$ cat src/rtl/data_ram_arbiter_pkg.sv
// Shared types and default widths for the two-port Data_RAM arbiter.
package data_ram_arbiter_pkg;

    localparam int unsigned DefAddrW    = 10;
    localparam int unsigned DefDataW    = 32;
    localparam int unsigned DefBurstMax = 4;
    localparam int unsigned BurstCntW   = 4;

    typedef enum logic [1:0] {
        StIdle = 2'd0,
        StOwn0 = 2'd1,
        StOwn1 = 2'd2
    } state_e;

endpackage

$ cat src/rtl/data_ram_arbiter_arb_rr2.sv
// Two-input round-robin pick: pick=1 selects port 1; on contention the port not served last wins.
module data_ram_arbiter_arb_rr2 (
    input  logic req0,
    input  logic req1,
    input  logic rr_last,
    output logic pick
);

    always_comb begin
        pick = 1'b0;
        if (req0 && req1) begin
            pick = ~rr_last;
        end else if (req1) begin
            pick = 1'b1;
        end
    end

endmodule

$ cat src/rtl/data_ram_arbiter.sv
// Arbitrates a single-port Data_RAM between two masters with bounded bursts and
// round-robin hand-over; read results return one cycle after the grant.
module data_ram_arbiter
    import data_ram_arbiter_pkg::*;
#(
    parameter int unsigned ADDR_W    = DefAddrW,
    parameter int unsigned DATA_W    = DefDataW,
    parameter int unsigned BURST_MAX = DefBurstMax
) (
    input  logic              clk,
    input  logic              RSTN,
    input  logic              req0,
    input  logic              req1,
    input  logic              we0,
    input  logic              we1,
    input  logic [ADDR_W-1:0] addr0,
    input  logic [ADDR_W-1:0] addr1,
    input  logic [DATA_W-1:0] wdata0,
    input  logic [DATA_W-1:0] wdata1,
    output logic              gnt0,
    output logic              gnt1,
    output logic              rvalid0,
    output logic              rvalid1,
    output logic [DATA_W-1:0] rdata,
    output logic              ram_wea,
    output logic [ADDR_W-1:0] ram_addra,
    output logic [DATA_W-1:0] ram_dina,
    input  logic [DATA_W-1:0] ram_douta
);

    localparam logic [BurstCntW-1:0] BurstLast = BurstCntW'(BURST_MAX - 1);

    state_e                 state_q, state_d;
    logic [BurstCntW-1:0]   burst_cnt_q, burst_cnt_d;
    logic                   rr_last_q, rr_last_d;
    logic                   rd_tag0_q, rd_tag1_q;
    logic                   pick;

    data_ram_arbiter_arb_rr2 u_arb_rr2 (
        .req0    (req0),
        .req1    (req1),
        .rr_last (rr_last_q),
        .pick    (pick)
    );

    // State register; read tags are registered from the grant, not from the state.
    always_ff @(posedge clk) begin
        if (!RSTN) begin
            state_q     <= StIdle;
            burst_cnt_q <= '0;
            rr_last_q   <= 1'b1;
            rd_tag0_q   <= 1'b0;
            rd_tag1_q   <= 1'b0;
        end else begin
            state_q     <= state_d;
            burst_cnt_q <= burst_cnt_d;
            rr_last_q   <= rr_last_d;
            rd_tag0_q   <= gnt0 & ~we0;
            rd_tag1_q   <= gnt1 & ~we1;
        end
    end

    always_comb begin
        state_d = state_q;
        unique case (state_q)
            StIdle: begin
                if (req0 || req1) state_d = pick ? StOwn1 : StOwn0;
            end
            StOwn0: begin
                if (!req0) begin
                    state_d = req1 ? StOwn1 : StIdle;
                end else if (req1 && burst_cnt_q == BurstLast) begin
                    state_d = StOwn1;
                end
            end
            StOwn1: begin
                if (!req1) begin
                    state_d = req0 ? StOwn0 : StIdle;
                end else if (req0 && burst_cnt_q == BurstLast) begin
                    state_d = StOwn0;
                end
            end
            default: state_d = StIdle;
        endcase
    end

    // Burst count saturates at the yield point so a late-arriving requester waits at most one transfer.
    always_comb begin
        burst_cnt_d = burst_cnt_q;
        rr_last_d   = rr_last_q;
        if (state_d != state_q) begin
            burst_cnt_d = '0;
            if (state_q == StOwn0) begin
                rr_last_d = 1'b0;
            end else if (state_q == StOwn1) begin
                rr_last_d = 1'b1;
            end
        end else if ((gnt0 || gnt1) && burst_cnt_q != BurstLast) begin
            burst_cnt_d = burst_cnt_q + BurstCntW'(1);
        end
    end

    always_comb begin
        gnt0      = RSTN && (state_q == StOwn0) && req0;
        gnt1      = RSTN && (state_q == StOwn1) && req1;
        ram_wea   = 1'b0;
        ram_addra = '0;
        ram_dina  = '0;
        unique case (state_q)
            StOwn0: begin
                ram_addra = addr0;
                ram_dina  = wdata0;
                ram_wea   = gnt0 & we0;
            end
            StOwn1: begin
                ram_addra = addr1;
                ram_dina  = wdata1;
                ram_wea   = gnt1 & we1;
            end
            default: ;
        endcase
    end

    assign rvalid0 = rd_tag0_q;
    assign rvalid1 = rd_tag1_q;
    assign rdata   = ram_douta;

endmodule

$ cat config.mk
export PLATFORM = sky130hd
export DESIGN_NAME = data_ram_arbiter
export DESIGN_NICKNAME = d
export VERILOG_FILES = /design/src/rtl/data_ram_arbiter_pkg.sv /design/src/rtl/data_ram_arbiter_arb_rr2.sv /design/src/rtl/data_ram_arbiter.sv
export SDC_FILE = /design/constraint.sdc
export NUM_CORES = 1
export LEC_CHECK = 0
export CAP_MARGIN = 20
export CORE_MARGIN = 2
export CORE_UTILIZATION = 22
export CTS_CLUSTER_DIAMETER = 80
export DETAILED_ROUTE_END_ITERATION = 8
export GPL_ROUTABILITY_DRIVEN = 0
export PLACE_DENSITY_LB_ADDON = 0.15
export SYNTH_ARGS = -nofsm -noshare
export SYNTH_HDL_FRONTEND = slang
export SYNTH_HIERARCHICAL = 1
export SYNTH_SLANG_ARGS = --single-unit
$ cat constraint.sdc
create_clock -name clk -period 2.25 [get_ports clk]
set_clock_uncertainty 0.15 [all_clocks]
set_input_delay 0.225 -clock clk [delete_from_list [all_inputs] [get_ports clk]]
set_output_delay 0.225 -clock clk [all_outputs]
set_load 0.03 [all_outputs]
==> flow_summary.ini <==
[die]
ios = 201
die_y_um = 85.2
rows = 29
start_util = 0.229
dieArea_um2 = 7260
coreArea_um2 = 6350
die_w_um = 85.2

[power]
intPower_mw = 0.677
switching_power_mw = 0.435
leakagePower_nw = 1.04
combPwrFrac = 0.669
pwr-share-seq = 0.161
clockPowerShare = 0.171
ir_drop_mv = 0.358
p_sw_frac = 0.391
cellPowerDensity_nw_per_um2 = 412

[critical_path]
worstSetupEndpointType = flip-flop
r2r-start = state_q[1]
cpMaxStageDelayCell = dfxtp_2
path_cells = inv_2 -> ha_2 -> o211ai_1 -> o21ai_0 -> o31ai_2 -> xnor2_1 -> a21boi_1 -> mux2_1
worst-setup-path-type = flip-flop to flip-flop
slowest_delay_ps = 390
r2r-end = rr_last_q
cp.arrival_ps = 2090
start_kind = flip-flop
r2r_cells = 8
r2r_setup_slack_ps = 120
critPathMaxFanout = 5
worstPathRequired_ps = 2220

[sta]
max_slew_margin = 0.773
worst_pin_slew_ps = 340
drv_slew = 0
hold_ws_ps = 300
finalSetupViolations = 0
rsz0062_at_grt = true
period_share = 0.945
fmax_ghz = 0.470
finalCriticalPeriod_ps = 2130
hold_viol_final = 0
fin_ws_ps = 123

[detailed_routing]
first_pass_iters = 4
drt_wl_total_mm = 5.45
vias = 1756
drt_iter0_drc = 72
via_per_inst = 4.61
route.detailed.drc = 0
avgRoutedWirePerCell_um = 14.3
ant_nets = 0

[place]
place_area_um2 = 2590
dp_slack_ps = -121
port_buffers = 136
place_hpwl_mm = 4.23

[clock_tree]
cts_max_level = 1
clk_pin_slew_ps = 50
clockBufferDepth = 2
cts-root-buf = clkbuf_8
cts_hold_buf = 0
clock_sinks = 9
numCtsBuffers = 3
clkLatencyLatePin_ps = 230
tritoncts = built

[yosys]
yosys-top-cells-count = a22oi_1 (44), nor2b_1 (43), buf_4 (32)
synth_top_area_frac = 0.228
synth_nets = 325
ys_ff_latch = 9
synth-edff-count = 0
syn_area_per_cell_um2 = 7.33
synth_ff_type = dfxtp_1
synth_top_area_cell = a22oi_1
syn_area_um2 = 1450
synth.top_cells.by_area = a22oi_1 (23%), nor2b_1 (19%), buf_4 (17%), dfxtp_1 (12%), ha_1 (4.3%)
yosysWarnings = 6
yosys.cell_types.count = 32
synth.most_common_cell = a22oi_1
yosysSeqAreaShare = 0.124
synthArstFlopShare = 0
netlist_instances = 198

[global_routing]
grt_first_pass_wirelength_mm = 8.40
antenna_found_initial = 0
first_global_vias = 1700
grt_usage = 0.137
grt-ovfl-total = 0
grt_max_degree = 28

[layout]
num_antenna_cells = 0
syn_to_final_growth_pct = 85.9
fin_nets = 432
utilization = 0.425
design_area_um2 = 2700
drive_gt1_frac = 0.240

[status]
status = completed

[run]
maxCapViolCount = 0

[min_path]
hold_path_class = primary input to output port
hold_start = ram_douta[26]
hold_end = rdata[26]
min_path_cells = 0
==> power groups by stage <==
stage,Sequential (mW),Combinational (mW),Clock (mW)
finish,0.179,0.744,0.190
detailed placement,0.178,0.730,0
global placement,0.178,0.733,0
floorplan,0.180,0.501,0
CTS,0.175,0.738,0.192
global route,0.180,0.806,0.205
==> routing by layer <==
layer	vias to the layer above	part of all wire	global-route usage
met2	79	0.50	0.243
li1	880	-	-
met1	777	0.39	0.165
met3	20	0.082	0.0282
met4	0	0.023	0.0462
met5	-	0	0
==> registers in the layout, indices dropped and copies added (netlist names) <==
signal,cells
rvalid0,1
state_q,2
rvalid1,1
burst_cnt_q,4
rr_last_q,1
==> final cells by class <==
class,count,area (um^2)
fill,654,3650
timing repair buffer,148,1360
multi-input combinational,136,992
sequential,9,183
tap,77,96.3
clock buffer,4,45.0
inverter,7,26.3
==> how the worst max path moves through the flow <==
stage,from,cells after the start,end
5_1_grt,state_q[1],8,rr_last_q
2_1_floorplan,state_q[0],7,ram_wea
4_1_cts,state_q[0],8,ram_wea
3_5_place_dp,req0,9,rr_last_q
6_report,state_q[1],8,rr_last_q
3_3_place_gp,req0,9,rr_last_q
==> worst max-delay path, delay by kind of cell (launching register included) <==
family          cells  cell delay, ps
compound gates      4             710
xor+xnor            1             130
fa+ha+maj           1             200
buf+inv             1              90
flops               1             390
mux                 1             340
==> metrics by stage <==
step | setup TNS [ps] | instances | total power, mW
2_1_floorplan | 0 | 198 | 0.681
3_3_place_gp | -81.5 | 377 | 0.911
3_5_place_dp | -121 | 377 | 0.908
4_1_cts | 0 | 381 | 1.11
5_1_grt | -33.3 | 381 | 1.19
6_report | 0 | 381 | 1.11
==> repair_timing <==
action / in CTS / in global routing
cloned: 0 / 0
gates resized for setup: 3 / 13
endpoints found under the setup margin: 1 / 9
pin swaps: 0 / 1
buffers inserted: 0 / 0
==> kinds of logic after synthesis <==
| family | share of synthesized area |
|---|---|
| AND/OR/NAND/NOR | 0.288 |
| AO/OA/AOI/OAI | 0.286 |
| buffers and inverters | 0.220 |
| flip-flops | 0.124 |
| adder cells (fa/ha/maj) | 0.0431 |
| XOR/XNOR | 0.0241 |
| multiplexers | 0.0147 |
==> cells in the final DEF (no fill, tap or decap), types with 2 or more instances in the layout <==
cell type | Yosys | routed
a22oi_1 | 44 | 43
nand2_1 | 5 | 5
nor2b_1 | 43 | 43
ha_2 | 0 | 2
nor2_1 | 9 | 9
dfxtp_2 | 0 | 2
o21ai_0 | 2 | 2
nand3_1 | 5 | 4
dfxtp_1 | 9 | 7
dlymetal6s2s_1 | 0 | 2
ha_4 | 0 | 2
nand4_1 | 2 | 2
xnor2_1 | 3 | 3
clkdlybuf4s50_1 | 0 | 89
inv_1 | 7 | 6
clkbuf_8 | 0 | 3
buf_4 | 32 | 55
Note: power is estimated with default switching activity, not from simulation.
